$ cat src/rtl/riscv_defines.sv
// ----------------------------------------------------------------------------
// riscv_defines
// Shared core-wide definitions: datapath widths, the fetch controller state
// encoding and the {word, address} entry that the fetch FIFO carries.
// ----------------------------------------------------------------------------
package riscv_defines;

    localparam int RISCV_WORD_WIDTH = 32;
    localparam int RISCV_ADDR_WIDTH = 32;

    // RUN   : normal fetching, responses are forwarded.
    // FLUSH : waiting for stale responses of a redirected stream to drain.
    typedef enum logic {
        RUN   = 1'b0,
        FLUSH = 1'b1
    } fetch_state_e;

    typedef struct packed {
        logic [RISCV_WORD_WIDTH-1:0] instr;
        logic [RISCV_ADDR_WIDTH-1:0] addr;
    } fetch_entry_t;

    function automatic logic [RISCV_ADDR_WIDTH-1:0] word_align(
        input logic [RISCV_ADDR_WIDTH-1:0] a
    );
        return {a[RISCV_ADDR_WIDTH-1:2], 2'b00};
    endfunction

endpackage

$ cat src/rtl/fetch_fifo.sv
// ----------------------------------------------------------------------------
// fetch_fifo
// Small synchronous FIFO holding fetched words until the realign buffer
// accepts them. Registered output (head entry), no write-to-read bypass.
//
// Ports:
//   clk      in   clock
//   rst      in   synchronous active-high reset
//   clear_i  in   synchronous flush, same effect as rst
//   push_i   in   write data_i at the tail
//   data_i   in   entry to write
//   pop_i    in   drop the head entry (ignored when empty)
//   data_o   out  head entry
//   full_o   out  DEPTH entries held
//   empty_o  out  no entries held
//   count_o  out  number of entries held
// ----------------------------------------------------------------------------
module fetch_fifo #(
    parameter  int DEPTH = 2,
    parameter  int WIDTH = 64,
    localparam int CW    = $clog2(DEPTH + 1)
) (
    input  logic             clk,
    input  logic             rst,
    input  logic             clear_i,
    input  logic             push_i,
    input  logic [WIDTH-1:0] data_i,
    input  logic             pop_i,
    output logic [WIDTH-1:0] data_o,
    output logic             full_o,
    output logic             empty_o,
    output logic [CW-1:0]    count_o
);

    localparam int PW = (DEPTH > 1) ? $clog2(DEPTH) : 1;

    logic [WIDTH-1:0] r_mem [DEPTH];
    logic [PW-1:0]    r_wr_ptr;
    logic [PW-1:0]    r_rd_ptr;
    logic [CW-1:0]    r_count;
    logic             w_do_push;
    logic             w_do_pop;

    // Explicit wrap so non-power-of-two depths work.
    function automatic logic [PW-1:0] ptr_inc(input logic [PW-1:0] p);
        return (p == PW'(DEPTH - 1)) ? '0 : p + 1'b1;
    endfunction

    assign full_o    = (r_count == CW'(DEPTH));
    assign empty_o   = (r_count == '0);
    assign count_o   = r_count;
    assign data_o    = r_mem[r_rd_ptr];
    assign w_do_push = push_i && !clear_i && !rst;
    assign w_do_pop  = pop_i && !empty_o;

    always_ff @(posedge clk) begin
        if (rst || clear_i) begin
            r_wr_ptr <= '0;
            r_rd_ptr <= '0;
            r_count  <= '0;
        end else begin
            if (w_do_push) r_wr_ptr <= ptr_inc(r_wr_ptr);
            if (w_do_pop)  r_rd_ptr <= ptr_inc(r_rd_ptr);
            case ({w_do_push, w_do_pop})
                2'b10:   r_count <= r_count + 1'b1;
                2'b01:   r_count <= r_count - 1'b1;
                default: r_count <= r_count;
            endcase
        end
    end

    // Storage needs no reset; only the pointers define validity.
    always_ff @(posedge clk) begin
        if (w_do_push) r_mem[r_wr_ptr] <= data_i;
    end

    // The controller's issue limit must make a push into a full FIFO
    // impossible unless the head leaves in the same cycle.
    always_ff @(posedge clk) begin
        if (w_do_push) assert (!full_o || w_do_pop);
    end

endmodule

$ cat src/rtl/instr_fetch_ctrl.sv
// ----------------------------------------------------------------------------
// instr_fetch_ctrl
// Instruction fetch controller: issues word-aligned requests to instruction
// memory, tracks responses in flight, queues returned words for the realign
// buffer and discards stale responses after a redirect.
//
// Ports:
//   clk              in   clock
//   rst              in   synchronous active-high reset
//   redirect_i       in   branch/jump/exception redirect strobe
//   redirect_addr_i  in   redirect target (halfword aligned)
//   instr_req_o      out  memory request
//   instr_addr_o     out  word-aligned request address
//   instr_gnt_i      in   request accepted
//   instr_rvalid_i   in   response valid (in order, never stalled)
//   instr_rdata_i    in   response word
//   fetch_valid_o    out  word available for the realign buffer
//   fetch_instr_o    out  word to the realign buffer
//   fetch_addr_o     out  word address of fetch_instr_o
//   buf_full_i       in   realign buffer full
//   buf_clear_o      out  realign buffer clear
//   buf_offset_o     out  realign buffer read offset (halfword select)
// ----------------------------------------------------------------------------
module instr_fetch_ctrl
    import riscv_defines::*;
#(
    parameter logic [RISCV_ADDR_WIDTH-1:0] BOOT_ADDR  = 32'h0000_0000,
    parameter int                          FIFO_DEPTH = 2
) (
    input  logic                        clk,
    input  logic                        rst,
    input  logic                        redirect_i,
    input  logic [RISCV_ADDR_WIDTH-1:0] redirect_addr_i,
    output logic                        instr_req_o,
    output logic [RISCV_ADDR_WIDTH-1:0] instr_addr_o,
    input  logic                        instr_gnt_i,
    input  logic                        instr_rvalid_i,
    input  logic [RISCV_WORD_WIDTH-1:0] instr_rdata_i,
    output logic                        fetch_valid_o,
    output logic [RISCV_WORD_WIDTH-1:0] fetch_instr_o,
    output logic [RISCV_ADDR_WIDTH-1:0] fetch_addr_o,
    input  logic                        buf_full_i,
    output logic                        buf_clear_o,
    output logic                        buf_offset_o
);

    localparam int CW = $clog2(FIFO_DEPTH + 1);
    localparam logic [RISCV_ADDR_WIDTH-1:0] ADDR_STEP = RISCV_ADDR_WIDTH'(4);

    fetch_state_e                r_state,  w_state_nxt;
    logic [RISCV_ADDR_WIDTH-1:0] r_req_addr,  w_req_addr_nxt;
    logic [RISCV_ADDR_WIDTH-1:0] r_resp_addr, w_resp_addr_nxt;
    logic [CW-1:0]               r_outstanding, w_outstanding_nxt;
    logic [CW:0]                 w_slots_used;
    logic                        w_fire;
    logic                        w_push;
    logic                        w_pop;
    logic [CW-1:0]               w_fifo_count;
    logic                        w_fifo_full;
    logic                        w_fifo_empty;
    fetch_entry_t                w_push_entry;
    fetch_entry_t                w_head;
    logic                        w_unused;

    always_comb begin
        instr_req_o       = 1'b0;
        w_fire            = 1'b0;
        w_push            = 1'b0;
        w_pop             = 1'b0;
        w_outstanding_nxt = r_outstanding;
        w_state_nxt       = r_state;
        w_req_addr_nxt    = r_req_addr;
        w_resp_addr_nxt   = r_resp_addr;

        // Every request in flight has a FIFO slot reserved for its response,
        // so responses (which cannot be stalled) always have somewhere to go.
        w_slots_used = {1'b0, r_outstanding} + {1'b0, w_fifo_count};
        instr_req_o  = !rst && (r_state == RUN) && !redirect_i
                       && (w_slots_used < (CW+1)'(FIFO_DEPTH));
        w_fire       = instr_req_o && instr_gnt_i;

        // Responses are forwarded only in RUN; in FLUSH, and in the redirect
        // cycle itself, they belong to the abandoned stream.
        w_push = !rst && (r_state == RUN) && !redirect_i && instr_rvalid_i;

        fetch_valid_o = !rst && !w_fifo_empty;
        w_pop         = fetch_valid_o && !buf_full_i && !redirect_i;

        if (w_fire && !instr_rvalid_i)
            w_outstanding_nxt = r_outstanding + 1'b1;
        else if (!w_fire && instr_rvalid_i && (r_outstanding != '0))
            w_outstanding_nxt = r_outstanding - 1'b1;

        if (redirect_i)
            w_state_nxt = (w_outstanding_nxt != '0) ? FLUSH : RUN;
        else if ((r_state == FLUSH) && (w_outstanding_nxt == '0))
            w_state_nxt = RUN;

        if (redirect_i) begin
            w_req_addr_nxt  = word_align(redirect_addr_i);
            w_resp_addr_nxt = word_align(redirect_addr_i);
        end else begin
            if (w_fire) w_req_addr_nxt  = r_req_addr + ADDR_STEP;
            if (w_push) w_resp_addr_nxt = r_resp_addr + ADDR_STEP;
        end
    end

    always_ff @(posedge clk) begin
        if (rst) begin
            r_state       <= RUN;
            r_outstanding <= '0;
            r_req_addr    <= word_align(BOOT_ADDR);
            r_resp_addr   <= word_align(BOOT_ADDR);
        end else begin
            r_state       <= w_state_nxt;
            r_outstanding <= w_outstanding_nxt;
            r_req_addr    <= w_req_addr_nxt;
            r_resp_addr   <= w_resp_addr_nxt;
        end
    end

    assign w_push_entry = '{instr: instr_rdata_i, addr: r_resp_addr};

    fetch_fifo #(
        .DEPTH (FIFO_DEPTH),
        .WIDTH ($bits(fetch_entry_t))
    ) u_fifo (
        .clk     (clk),
        .rst     (rst),
        .clear_i (redirect_i),
        .push_i  (w_push),
        .data_i  (w_push_entry),
        .pop_i   (w_pop),
        .data_o  (w_head),
        .full_o  (w_fifo_full),
        .empty_o (w_fifo_empty),
        .count_o (w_fifo_count)
    );

    assign instr_addr_o  = word_align(r_req_addr);
    assign fetch_instr_o = w_head.instr;
    assign fetch_addr_o  = w_head.addr;
    // The realign buffer is also cleared while the core is held in reset.
    assign buf_clear_o   = redirect_i || rst;
    assign buf_offset_o  = !rst && redirect_addr_i[1];

    assign w_unused = redirect_addr_i[0] ^ w_fifo_full;

endmodule
$ cat config.mk
export PLATFORM = sky130hd
export DESIGN_NAME = instr_fetch_ctrl
export DESIGN_NICKNAME = d
export VERILOG_FILES = /design/src/rtl/riscv_defines.sv /design/src/rtl/fetch_fifo.sv /design/src/rtl/instr_fetch_ctrl.sv
export SDC_FILE = /design/constraint.sdc
export NUM_CORES = 1
export LEC_CHECK = 0
export BUFFER_PORTS_ARGS = -buffer_cell sky130_fd_sc_hd__buf_4
export CORE_ASPECT_RATIO = 0.8
export CORE_UTILIZATION = 50
export DETAILED_ROUTE_END_ITERATION = 10
export GPL_TIMING_DRIVEN = 0
export PLACE_DENSITY = 0.78
export SLEW_MARGIN = 20
export SYNTH_ARGS = -nofsm -noshare
export SYNTH_HDL_FRONTEND = slang
export SYNTH_SLANG_ARGS = --single-unit
$ cat constraint.sdc
create_clock -name clk -period 7.5 [get_ports clk]
set_input_delay 0.375 -clock clk [delete_from_list [all_inputs] [get_ports clk]]
set_output_delay 0.375 -clock clk [all_outputs]
set_load 0.01 [all_outputs]
==> results_dict.tcl <==
set metrics [dict create \
    top_usage_layer "met2" \
    clkTransAtPathRegs_ns 0.07 \
    effective_utilization_at_floorplan_pct 52.12 \
    die_area_sq_um 17320 \
    placed_cells 1058 \
    gr-usage-met1_pct 33.58 \
    grt.met3_usage_pct 6.550 \
    maximum_cell_stage_delay_along_the_critical_path_ns 0.44 \
    cp_slowest_cell "sky130_fd_sc_hd__fa_1" \
    h-tree-depth 4 \
    cts_tree "built" \
    dominantRegCellSynth "sky130_fd_sc_hd__edfxtp_1" \
    first_iter_violations 433 \
    post_layout_nonfiller_instances 1090 \
    vias_after_detailed_routing 6247 \
    die_y_um 117.9 \
    drt_pre_antenna_iters 5 \
    crit_required_ns 7.80 \
    synthesized_area_sq_um 8396 \
    port_buffers 164 \
    gr-total-overflow 0 \
    dp_hpwl_mm 14.16 \
    wirelength_mm 19.87 \
    clk-insertion-delay-late_ns 0.43 \
    worst-setup-path-type "register to register" \
    finalNetCount 937 \
    synth_seq_area_share_pct 60.57 \
    grt_use_met2_pct 34.03 \
    slew_headroom_pct 49.79 \
    synth_top_area_cell "sky130_fd_sc_hd__edfxtp_1" \
    synth.top_cell.area_share_pct 44.35 \
    insertedDiodeCount 0 \
    drt-vias-per-instance 5.731 \
    cts_root_buf "sky130_fd_sc_hd__clkbuf_16" \
    final-setup-viol-count 0 \
    syn_area_per_cell_sq_um 12.47 \
    yosys_warnings 0 \
    maxCapViolCount 0 \
    grt_pass1_vias 5684 \
    cp_top_family "simple AND/OR/NAND/NOR gates" \
    power_leakage_nw 3.827 \
    hold_class "input port to register" \
    worstPathCellList "and2_1, fa_1, nor4_2, and3_1, clkbuf_1, nor2_1, clkbuf_1, a221oi_1, nor2_1" \
    peakVddDrop_uv 158.1 \
    timing_max_transition_violations_final 0 \
    setup_total_negative_slack_ns 0 \
    cts_inserted_buffers 17 \
    max_slew.worst_pin.slew_ns 0.7532 \
    grt_start_max_net_pins 45 \
    timing.fmax_mhz 364.9 \
    num_io_pins 170 \
    drc 0 \
    critical_path.n_buffers_inverters 2 \
    critPathArrivalTime_ns 3.04 \
    fillerInstances 1217 \
    design_power_total_mw 2.386 \
    power-per-cell-area_nw_per_um2 225.0 \
    clock_tree.buffer_depth 2 \
    wire_length_of_the_first_global_routing_pass_mm 30.79 \
    synth-seq-cells 192 \
    run_status "completed" \
    grt_usage_pct 23.15 \
    cp_max_fo 10 \
    grt_setup_unrepaired "no" \
    cts_hold_buf 0 \
    place.gp.congestion 0.8935 \
    final.min_clock_period_ns 2.741 \
    layout_worst_path_cycle_share_pct 36.54 \
    area_growth_from_synthesis_to_layout_pct 26.33 \
    synth_top_cells_by_area "sky130_fd_sc_hd__edfxtp_1 (44%), sky130_fd_sc_hd__dfxtp_1 (16%), sky130_fd_sc_hd__mux2_2 (8.6%), sky130_fd_sc_hd__xnor2_1 (3.1%), sky130_fd_sc_hd__nand2_1 (2.1%)" \
    final_layout_size_suffix_gt1_share_pct 33.14 \
    rows 41 \
    wl_per_cell_um 18.23 \
    syn-instance-count 673 \
    number_of_distinct_library_cells_after_synthesis 59 \
    timing_hold_violations_final 0 \
    ctsResizeCount 0 \
    total_setup_buffers_inserted_after_cts 0 \
    die_x_um 146.9 \
    synth_enable_flop_cells 124 \
    postRouteAntennaNets 0 \
    synth-async-reset-ratio_pct 0 \
    antenna_found_initial 0 \
    cts_num_sinks 192 \
    finClkSkew_ns 0.01270 \
    worstSetupEndpointType "register" \
    critPathLaunchType "register" \
    floorplan.core_area_sq_um 16110 \
]
-- cell type report --
type                       instances  area (sq um)  area share, %
clock inverter                    14         175.2          1.652
multi-input combinational        435          3128          29.49
sequential                       192          5085          47.94
buffer                            37         158.9          1.498
timing repair buffer             167          1306          12.32
clock buffer                      18         439.2          4.141
tap                              215         269.0          2.536
inverter                          12         45.04         0.4247
-- cell usage after synthesis, types with 7 or more instances --
cell type / number
sky130_fd_sc_hd__nor2_1: 37
sky130_fd_sc_hd__nand4_1: 17
sky130_fd_sc_hd__nand3_1: 20
sky130_fd_sc_hd__nor4_1: 15
sky130_fd_sc_hd__a31oi_1: 12
sky130_fd_sc_hd__clkbuf_1: 26
sky130_fd_sc_hd__xor2_1: 8
sky130_fd_sc_hd__dfxtp_1: 68
sky130_fd_sc_hd__and3_1: 9
sky130_fd_sc_hd__nand2_1: 48
sky130_fd_sc_hd__inv_1: 12
sky130_fd_sc_hd__a21oi_1: 29
sky130_fd_sc_hd__o22ai_1: 10
sky130_fd_sc_hd__xnor2_1: 30
sky130_fd_sc_hd__a211oi_1: 11
sky130_fd_sc_hd__and4_1: 7
sky130_fd_sc_hd__nor3_1: 13
sky130_fd_sc_hd__edfxtp_1: 124
sky130_fd_sc_hd__and2_1: 9
sky130_fd_sc_hd__mux2_2: 64
sky130_fd_sc_hd__o21ai_0: 16
sky130_fd_sc_hd__a22oi_1: 8
-- metal layers --
layer  vias to the layer above  wire length [um]
li1                       2912                 -
met1                      2974              8823
met2                       344              8666
met3                        17              2213
met4                         0               170
met5                         -                 0
-- flip-flops by register name, summed over array words and instances (netlist names), named ones only --
signal,flops
u_fifo.r_rd_ptr,1
u_fifo.count_o,2
u_fifo.r_mem,124
r_req_addr,30
r_resp_addr,30
u_fifo.r_wr_ptr,1
r_state,1
r_outstanding,2
-- power by group --
part / switching [mW] / internal [mW]
clock: 0.410 / 0.513
sequential: 0.0497 / 1.17
combinational: 0.125 / 0.118
total: 0.584 / 1.80
-- worst register-to-register path, cell delays in order (launching register included) --
cell and delay [ns]:
sky130_fd_sc_hd__dfxtp_1 0.40, sky130_fd_sc_hd__and2_1 0.16, sky130_fd_sc_hd__fa_1 0.44, sky130_fd_sc_hd__nor4_2 0.32
sky130_fd_sc_hd__and3_1 0.20, sky130_fd_sc_hd__clkbuf_1 0.26, sky130_fd_sc_hd__nor2_1 0.15, sky130_fd_sc_hd__clkbuf_1 0.31
sky130_fd_sc_hd__a221oi_1 0.31, sky130_fd_sc_hd__nor2_1 0.06
-- placed cells by master (no fill, tap or decap), types with 7 or more instances in the layout --
cell type                   Yosys  final
sky130_fd_sc_hd__and2_1         9      8
sky130_fd_sc_hd__inv_1         12     12
sky130_fd_sc_hd__xor2_1         8      8
sky130_fd_sc_hd__mux2_2        64     64
sky130_fd_sc_hd__nor3_1        13     13
sky130_fd_sc_hd__a21oi_1       29     29
sky130_fd_sc_hd__buf_4          4    168
sky130_fd_sc_hd__nand3_1       20     20
sky130_fd_sc_hd__and4_1         7      7
sky130_fd_sc_hd__and3_1         9      9
sky130_fd_sc_hd__nand2_1       48     48
sky130_fd_sc_hd__o21ai_0       16     16
sky130_fd_sc_hd__nor2_1        37     36
sky130_fd_sc_hd__a211oi_1      11     11
sky130_fd_sc_hd__edfxtp_1     124    124
sky130_fd_sc_hd__dfxtp_1       68     68
sky130_fd_sc_hd__clkbuf_1      26     26
sky130_fd_sc_hd__a22oi_1        8      8
sky130_fd_sc_hd__o22ai_1       10     10
sky130_fd_sc_hd__nand4_1       17     17
sky130_fd_sc_hd__xnor2_1       30     30
sky130_fd_sc_hd__clkbuf_16      0     17
sky130_fd_sc_hd__a31oi_1       12     12
sky130_fd_sc_hd__nor4_1        15     15
-- through the flow --
stage | area, sq um | hold WS, ns | worst slack (ns) | util, %
after floorplan | 8407 | 0.4601 | 3.355 | -
after global placement | 9907 | 0.4939 | 1.683 | 61.50
after detailed placement | 9992 | 0.4896 | 4.808 | 62.03
after CTS | 10610 | 0.1143 | 4.791 | 65.85
after global routing | 10610 | 0.1045 | 4.607 | 65.85
final | 10610 | 0.1236 | 4.759 | 65.85
-- kinds of logic (layout without fill, tap and decap cells) --
logic type      Yosys count  count (layout)  share of synthesized area, %
other cells               1               4                       0.04467
compound gates          109             109                         8.301
xor+xnor                 38              38                         3.964
flops                   192             192                         60.57
buf+inv                  49             248                         2.429
fa+ha+maj                 5               5                        0.8346
mux                      70              70                         9.300
simple gates            209             209                         14.56
-- path summary, 6_finish.rpt --
| check | startpoint | end | slack, ns | cells past startpoint |
|---|---|---|---|---|
| worst min register to register | r_resp_addr[7] | u_fifo.r_mem[0][7] | 0.50 | 0 |
| worst max-delay path | u_fifo.count_o[0] | r_req_addr[2] | 4.76 | 9 |
| worst min-delay path | instr_rdata_i[4] | u_fifo.r_mem[1][36] | 0.12 | 1 |
| worst max register to register | u_fifo.count_o[0] | r_req_addr[2] | 4.76 | 9 |
(Power assumes the default switching activity.)
